<file path="src/rtl/pipe_ctrl_pkg.sv">
// Shared types for the pipeline hazard/flush controller: FSM state encoding,
// scoreboard entry layout and the hard-wired zero register specifier.
package pipe_ctrl_pkg;

    localparam int SB_ADDR_W = 5;

    localparam logic [SB_ADDR_W-1:0] REG_ZERO = '0;

    typedef enum logic {
        RUN   = 1'b0,
        FLUSH = 1'b1
    } state_e;

    typedef struct packed {
        logic                 v;
        logic [SB_ADDR_W-1:0] dst;
    } sb_entry_t;

endpackage

</file>
<file path="src/rtl/hazard_scoreboard.sv">
// Shift-register scoreboard of in-flight destination registers, with source
// match logic and redirect squash of the slots younger than the redirecting one.
module hazard_scoreboard
    import pipe_ctrl_pkg::*;
#(
    parameter int REG_ADDR_W    = 5,
    parameter int PIPE_DEPTH    = 5,
    parameter int REDIRECT_SLOT = 3
) (
    input  logic                  clk,
    input  logic                  rst_n,
    input  logic                  push,
    input  logic [REG_ADDR_W-1:0] push_dst,
    input  logic                  squash,
    input  logic [REG_ADDR_W-1:0] rs,
    input  logic [REG_ADDR_W-1:0] rt,
    output logic                  match_rs,
    output logic                  match_rt
);

    sb_entry_t sb_q [PIPE_DEPTH];
    sb_entry_t sb_d [PIPE_DEPTH];

    always_comb begin
        sb_d[0] = push ? sb_entry_t'{v: 1'b1, dst: push_dst} : '0;
        for (int i = 1; i < PIPE_DEPTH; i++) begin
            sb_d[i] = sb_q[i-1];
            // Younger slots are killed as they shift past the redirecting instruction.
            if (squash && (i <= REDIRECT_SLOT)) begin
                sb_d[i] = '0;
            end
        end
    end

    always_ff @(posedge clk or negedge rst_n) begin
        if (!rst_n) begin
            for (int i = 0; i < PIPE_DEPTH; i++) begin
                sb_q[i] <= '0;
            end
        end else begin
            for (int i = 0; i < PIPE_DEPTH; i++) begin
                sb_q[i] <= sb_d[i];
            end
        end
    end

    // The oldest slot is excluded: the register file writes in the first half-cycle.
    always_comb begin
        match_rs = 1'b0;
        match_rt = 1'b0;
        for (int i = 0; i < PIPE_DEPTH - 1; i++) begin
            if (sb_q[i].v && (sb_q[i].dst == rs)) match_rs = 1'b1;
            if (sb_q[i].v && (sb_q[i].dst == rt)) match_rt = 1'b1;
        end
    end

endmodule

</file>
<file path="src/rtl/pipe_hazard_ctrl.sv">
// Hazard and flush controller: stalls the front end on RAW hazards against the
// scoreboard and bubbles it for a programmable number of cycles after a redirect.
module pipe_hazard_ctrl
    import pipe_ctrl_pkg::*;
#(
    parameter int REG_ADDR_W    = 5,
    parameter int PIPE_DEPTH    = 5,
    parameter int REDIRECT_SLOT = 3,
    parameter int FLUSH_CYCLES  = 2,
    parameter int CNT_W         = 16
) (
    input  logic                  clk,
    input  logic                  rst_n,
    input  logic                  id_valid,
    input  logic [REG_ADDR_W-1:0] id_rs,
    input  logic [REG_ADDR_W-1:0] id_rt,
    input  logic                  id_uses_rs,
    input  logic                  id_uses_rt,
    input  logic [REG_ADDR_W-1:0] id_rd,
    input  logic                  id_reg_write,
    input  logic                  redirect,
    output logic                  pc_we,
    output logic                  ifid_we,
    output logic                  ifid_flush,
    output logic                  idex_bubble,
    output logic [PIPE_DEPTH-1:0] squash_mask,
    output logic [CNT_W-1:0]      stall_count,
    output logic [CNT_W-1:0]      flush_count
);

    localparam int                    FC_W        = 4;
    localparam logic [FC_W-1:0]       FLUSH_LOAD  = FC_W'(FLUSH_CYCLES - 1);
    localparam logic [PIPE_DEPTH-1:0] SQUASH_BITS = PIPE_DEPTH'((64'd1 << REDIRECT_SLOT) - 64'd1);

    if (REG_ADDR_W != SB_ADDR_W || FLUSH_CYCLES < 1 || FLUSH_CYCLES > 15) begin : g_param_check
        $error("pipe_hazard_ctrl: unsupported REG_ADDR_W or FLUSH_CYCLES");
    end

    function automatic logic [CNT_W-1:0] sat_inc(input logic [CNT_W-1:0] c);
        return (&c) ? c : c + 1'b1;
    endfunction

    state_e           state_q, state_d;
    logic [FC_W-1:0]  fcnt_q, fcnt_d;
    logic [CNT_W-1:0] stall_q, flush_q;
    logic             issue, stall_inc, flush_inc;
    logic             match_rs, match_rt, hazard, push;

    assign hazard = id_valid & ((id_uses_rs & (id_rs != REG_ZERO) & match_rs) |
                                (id_uses_rt & (id_rt != REG_ZERO) & match_rt));
    assign push   = issue & id_reg_write & (id_rd != REG_ZERO);

    hazard_scoreboard #(
        .REG_ADDR_W   (REG_ADDR_W),
        .PIPE_DEPTH   (PIPE_DEPTH),
        .REDIRECT_SLOT(REDIRECT_SLOT)
    ) u_sb (
        .clk     (clk),
        .rst_n   (rst_n),
        .push    (push),
        .push_dst(id_rd),
        .squash  (redirect),
        .rs      (id_rs),
        .rt      (id_rt),
        .match_rs(match_rs),
        .match_rt(match_rt)
    );

    always_comb begin
        pc_we       = 1'b0;
        ifid_we     = 1'b0;
        ifid_flush  = 1'b0;
        idex_bubble = 1'b0;
        squash_mask = '0;
        issue       = 1'b0;
        stall_inc   = 1'b0;
        flush_inc   = 1'b0;
        state_d     = state_q;
        fcnt_d      = fcnt_q;
        // Reset outputs must appear without waiting for a clock edge.
        if (!rst_n) begin
            ifid_flush  = 1'b1;
            idex_bubble = 1'b1;
        end else if (redirect) begin
            pc_we       = 1'b1;
            ifid_we     = 1'b1;
            ifid_flush  = 1'b1;
            idex_bubble = 1'b1;
            squash_mask = SQUASH_BITS;
            flush_inc   = 1'b1;
            state_d     = FLUSH;
            fcnt_d      = FLUSH_LOAD;
        end else begin
            case (state_q)
                RUN: begin
                    if (hazard) begin
                        idex_bubble = 1'b1;
                        stall_inc   = 1'b1;
                    end else begin
                        pc_we   = 1'b1;
                        ifid_we = 1'b1;
                        issue   = id_valid;
                    end
                end
                FLUSH: begin
                    pc_we       = 1'b1;
                    ifid_we     = 1'b1;
                    ifid_flush  = 1'b1;
                    idex_bubble = 1'b1;
                    if (fcnt_q == '0) begin
                        state_d = RUN;
                    end else begin
                        fcnt_d = fcnt_q - 1'b1;
                    end
                end
                default: state_d = RUN;
            endcase
        end
    end

    always_ff @(posedge clk or negedge rst_n) begin
        if (!rst_n) begin
            state_q <= RUN;
            fcnt_q  <= '0;
            stall_q <= '0;
            flush_q <= '0;
        end else begin
            state_q <= state_d;
            fcnt_q  <= fcnt_d;
            if (stall_inc) stall_q <= sat_inc(stall_q);
            if (flush_inc) flush_q <= sat_inc(flush_q);
        end
    end

    assign stall_count = stall_q;
    assign flush_count = flush_q;

endmodule

</file>
<file path="config.mk">
export PLATFORM = sky130hd
export DESIGN_NAME = pipe_hazard_ctrl
export DESIGN_NICKNAME = d
export VERILOG_FILES = /design/src/rtl/pipe_ctrl_pkg.sv /design/src/rtl/hazard_scoreboard.sv /design/src/rtl/pipe_hazard_ctrl.sv
export SDC_FILE = /design/constraint.sdc
export NUM_CORES = 1
export LEC_CHECK = 0
export BUFFER_PORTS_ARGS = -buffer_cell sky130_fd_sc_hd__buf_2
export CAP_MARGIN = 20
export CORE_MARGIN = 2
export CORE_UTILIZATION = 57
export DETAILED_ROUTE_END_ITERATION = 12
export PLACE_DENSITY = 0.82
export SKIP_CTS_REPAIR_TIMING = 1
export SLEW_MARGIN = 20
export SYNTH_ARGS = -nofsm -noshare
export SYNTH_HDL_FRONTEND = slang
export SYNTH_SLANG_ARGS = --single-unit
</file>
<file path="constraint.sdc">
create_clock -name clk -period 3.5 [get_ports clk]
set_input_delay 0.35 -clock clk [delete_from_list [all_inputs] [get_ports clk]]
set_output_delay 0.35 -clock clk [all_outputs]
set_load 0.05 [all_outputs]
</file>
# == Yosys cells after proc, flatten, opt, wreduce, memory -nomap -nowiden ==
# Index checks and enable logic that the tools add are counted.
# totals
in_bits,22
reg_bits,61
# classes
n_reduce_logical,18
n_addsub,3
muxes,40
bitwise,11
eq_ne,9
# op_table
cell,n
equality test 5 bit,8
adder 16 x 1 -> 16 bit (second input constant),2
AND reduction 16 bit,2
2-to-1 mux 1 bit,29
2-to-1 mux 6 bit,4
nonzero test 5 bit,3
2-to-1 mux 4 bit,3
logical AND 1 bit,8
AND 1 bit,7
2-to-1 mux 3 bit,2
zero test 4 bit,1
one-hot mux 1 bit (2 select lines),2
AND reduction 2 bit,2
subtractor 4 x 1 -> 4 bit (second input constant),1
NOT 1 bit,3
AND reduction 3 bit,1
!= test 2 bit (second input constant),1
nonzero test 2 bit,1
bitwise OR 1 bit,1

# == Longest topological paths before layout ==
# logic_depth
word_depth,16
depth_mapped,9
ltp_nobuf,8

# == Cells and area by module ==
# From an unflattened synthesis, not the netlist that was laid out.
# hier_totals
cells_unflattened,291
hier_area_um2,3241.9
# modules_own_cells
mod,area_each_um2,seq_area_each_um2,cells_each,instances
pipe_hazard_ctrl,2018.2,925.9,184,1
hazard_scoreboard,1223.7,600.6,107,1

# == Least setup slack after synthesis ==
# No wires, ideal clock.
# synth_timing
path_kind,reg-to-reg
from,reg stall_q[0] (netlist: stall_count[0])
to,reg stall_q[1] (netlist: stall_count[1])
setup_slack_ns,0.913
path_buffers,1
arrival_time_ns,2.463
path_stages_with_launch,9
cell_sequence,dfrtp_1 > ha_1 > and4_1 > nand3_1 > o31ai_1 > or2_2 > o32a_4 > buf_6 > mux2_2
# synth_via
elab_chain_cells,3
word_cells_on_any_way,4
cone_classes,add/sub (1); bitwise (1); reduce/logical (2)
# synth_rtl
element,line,text
"start, declared",pipe_hazard_ctrl.sv:45,"logic [CNT_W-1:0] stall_q, flush_q;"
"start signal, assigned",pipe_hazard_ctrl.sv:130,if (stall_inc) stall_q <= sat_inc(stall_q);
branches (longest 3 deep; another with adder 16 x 1 -> 16 bit),--,
# Several ways; the timed one is not identified.
# A chain may end at the register's enable or synchronous reset.

# == Worst setup path in the final report ==
# layout_timing
from,reg u_sb.sb_q[27] (netlist name)
to,out pc_we
# layout_via
elab_chain_cells,13
word_cells_on_any_way,20
cone_classes,eq/ne (2); mux (12); bitwise (4); reduce/logical (2)
# layout_rtl
element,line,text
"start, declared",hazard_scoreboard.sv:21,sb_entry_t sb_q [PIPE_DEPTH];
"start signal, assigned by index",hazard_scoreboard.sv:42,sb_q[i] <= sb_d[i];
"equality test 5 bit, on equally long branches","hazard_scoreboard.sv:52, hazard_scoreboard.sv:53",
"logical AND 1 bit, on equally long branches","hazard_scoreboard.sv:52, hazard_scoreboard.sv:53",
"2-to-1 mux 1 bit, on equally long branches (4 in a row)","hazard_scoreboard.sv:52, hazard_scoreboard.sv:53",
"AND 1 bit, on equally long branches","pipe_hazard_ctrl.sv:49, pipe_hazard_ctrl.sv:50",
bitwise OR 1 bit *,pipe_hazard_ctrl.sv:49,assign hazard = id_valid & ((id_uses_rs & (id_rs != REG_ZERO) & match_rs) |
AND 1 bit *,pipe_hazard_ctrl.sv:49,
2-to-1 mux 1 bit *,pipe_hazard_ctrl.sv:96,if (hazard) begin
one-hot mux 1 bit (2 select lines) *,pipe_hazard_ctrl.sv:94,case (state_q)
2-to-1 mux 1 bit *,pipe_hazard_ctrl.sv:84,end else if (redirect) begin
2-to-1 mux 1 bit *,pipe_hazard_ctrl.sv:81,if (!rst_n) begin
"end, declared",pipe_hazard_ctrl.sv:22,"output logic pc_we,"
# Every way passes the cells marked *; elsewhere a longest branch is shown, timed or not.

==> metrics.md <==
| Metric | Value |
|---|---|
| Status | complete, no violations |
| Post-Route Setup TNS | 0 ps |
| Post-synth top flop | dfrtp_1 |
| Cell Rows | 27 |
| Commonest non-fill, non-tap cells in the layout | dfrtp_1 (61), buf_2 (60), xor2_1 (46), xnor2_1 (25), nand3_1 (21) |
| Fin nets | 381 |
| Worst hold path endpoint | u_sb.sb_q[27] |
| Critical Path AT | about 2500 ps |
| DRC | 0 |
| Clock sink count | 61 |
| Peak VDD IR | 0.4737 mV |
| DP Wirelength | approximately 4500 um |
| CTS Buf Count | 9 |
| Largest family of logic cells by synthesized area | simple AND/OR/NAND/NOR gates |
| Root Driver | clkbuf_8 |
| Vias in the first global route | 2250 |
| Largest net degree at the start of global routing | 58 |
| Via count | 2271 |
| Proportion of synthesized area in mux cells | 0.003579 |
| Yosys cell types | 36 |
| Setup crit start kind | flip-flop |
| Asr flop ratio synth | 1.000 |
| Wl on met1 | around 2800 um |
| Ys Warns | 0 |
| DR pass1 iterations | 4 |
| Adder-Cell Fraction of Synth Area | 0.01590 |
| Clk_lat worst skew | 330 ps |
| Die H | 78.30 um |
| R2R Setup Slk | 1000 ps |
| Number of DRC markers in iteration 0 | 167 |
| GRT Util Overall | 0.2210 |
| Post-Synth XOR/XNOR Area | 0.1976 |
| RR Startpoint | stall_count[0] |
| Fillers | 452 |
| Post-DRT Antenna Nets | 0 |
| Routed len/inst | between 10 and 15 um |
| Clk pwr share | 0.322 |
| Die Wd | 78.30 um |
| Synth Area in Compound Gates | 0.03022 |
| CP Data Required Time | between 3000 and 4000 ps |
| # H-tree levels | 3 |
| Most common cell after layout, fill and taps aside | dfrtp_1 |
| Seq pwr share | 0.474 |
| Period utilization | 0.8124 |
| P_int | approximately 0.0012 W |
| Port buffer count | 60 |
| Leakage | 1.875 nW |
| Slew HR | 0.5368 |
| RD Place Congestion | 0.8898 |
| Seq/Total Area, Yosys | 0.4851 |
| Die footprint | a little over 6000 sq um |
| Synth Area in Simple Gates | 0.2135 |
| Combinational Power Share | 0.205 |
| Highest Signal Layer | met4 |
| First-pass GRT wire length | a little over 10000 um |
| Pwr dens | 479.2 nW/um^2 |
| Core box area | 5405 sq um |
| Synth Instances | 301 |
| Hold depth | 3 |
| Fraction of layout cells with a size suffix above 1 | 0.2284 |
| Gr ovfl total | 0 |
| Worst hold-check path type | input port to flip-flop |
| CTS Buffer Depth | 2 |
| RSZ-0062 raised after global routing | false |
| Avg Synthesized Cell Area | approximately 10 sq um |
| Io pins | 63 |
| Crit Path Max Fanout | 3 |
| Worst-path clk slew | 60 ps |
| Setup-failing EPs final | 0 |
| Initial antenna violation count | 0 |
| R2R Path End | stall_count[15] |
| Starting Density | 0.5822 |
| Slew Limit Fails | 0 |
| Drt total wl | roughly 6100 um |
| Met3 routed WL | ~390 um |
| Inserted Diodes | 0 |
| Final min period | 2843 ps |
| Vias per cell | roughly 5.3 |
| Least-Margin Pin Slew | just under 700 ps |
| Yosys reg bits | 61 |
| Hold Startpoint | id_rd[3] |
| Final hold vios | 0 |
| Final setup skew | 4.952 ps |
| CTS tree | yes |
| Kind of critical path | flip-flop to output pin |
| Reg2Reg Depth | 8 |
| CP Capture Type | output pin |
| Post-layout util | 0.6681 |
| Post-synth EDFFs | 0 |
| Area grow syn2layout | 14.75% |
| Switching fraction of total power | 0.3209 |
| Max Cap Viol | 0 |
| Max Clk Rate | 351.7 MHz |
| Detail Route met2 WL | approximately 2800 um |
| NetSw | 0.0005553 W |
| Post-Syn Area | roughly 3100 sq um |
-- synth_stat cells, drive strengths merged (3+ instances only) --
cell    count  area, sq um
a21oi       3        15.01
and3        5        31.28
and4        4        37.54
buf        11        91.33
clkbuf      9        33.78
dfrtp      61         1526
ha          4        50.05
inv        11        41.29
nand2      18        67.56
nand2b      3        18.77
nand3      21        105.1
nand4       6        37.54
nor2       16        60.06
nor2b      18        112.6
nor3        7        35.03
nor4       14        102.6
o21ai       4        20.01
xnor2      25        219.0
xor2       46        402.9
-- logic make-up after synthesis --
family | Yosys count
other | 1
muxes | 1
and+or+nand+nor | 119
DFF | 61
adders and majority gates | 4
xor gates and xnor gates | 71
AOI/OAI and AO/OA | 13
buffers and inverters | 31
-- power by group through the flow --
stage,sequential (W),combinational [W],clock [W]
CTS,0.000820,0.000357,0.000575
finish,0.000819,0.000354,0.000557
global route,0.000829,0.000384,0.000607
detailed placement,0.000831,0.000356,0
global placement,0.000827,0.000348,0
floorplan,0.000935,0.000162,0
-- per-stage QoR --
stage                     area, sq um  power (W)  hold WS [ps]  instances  worst slack [ps]
final                            3611   0.001730         237.4        431             656.7
after global routing             3611   0.001820         226.1        431             528.3
after CTS                        3601   0.001751        -142.4        430             709.5
after detailed placement         3423   0.001187         222.5        415             999.8
after global placement           3423   0.001175         221.6        415              1056
after floorplan                  3151   0.001096         54.41        302             912.7
-- routing by layer --
metal / global-route usage / vias to the layer above
li1: - / 1108
met3: 0.05172 / 9
met5: 0 / -
met1: 0.2959 / 1070
met4: 0.09825 / 0
met2: 0.3448 / 84
-- cell type report --
type                    instances  area [sq um]  share of cell area
flip-flops and latches         61          1526              0.4227
multi-input cells             210          1458              0.4037
clock buffers                  14         172.7             0.04782
repair buffers                 62         317.8             0.08801
clock inverters                 1         5.005            0.001386
well taps                      72         90.09             0.02495
inverters                      11         41.29             0.01143
-- how the worst max path moves through the flow --
stage,from,to,slack (ps),cells past startpoint
floorplan,stall_count[0],stall_count[1],910,8
global placement,stall_count[0],stall_count[15],1060,8
detailed placement,id_rs[4],pc_we,1000,9
CTS,u_sb.sb_q[27],pc_we,710,8
global route,u_sb.sb_q[27],ifid_we,530,8
finish,u_sb.sb_q[27],pc_we,660,8
-- state kept, by name (all words and copies together) (netlist names) --
signal	count
fcnt_q	4
flush_count	16
stall_count	16
state_q	1
u_sb.sb_d	6
u_sb.sb_q	18
-- critical path, stage by stage (launching register included) --
cell and delay, ps:
dfrtp_1 430, xor2_1 180, nor4_1 380, nand3_1 130
and4_4 210, o22ai_1 250, nand2_1 120, o31a_1 250
buf_2 210
No activity file was read; power rests on OpenSTA's default activity.
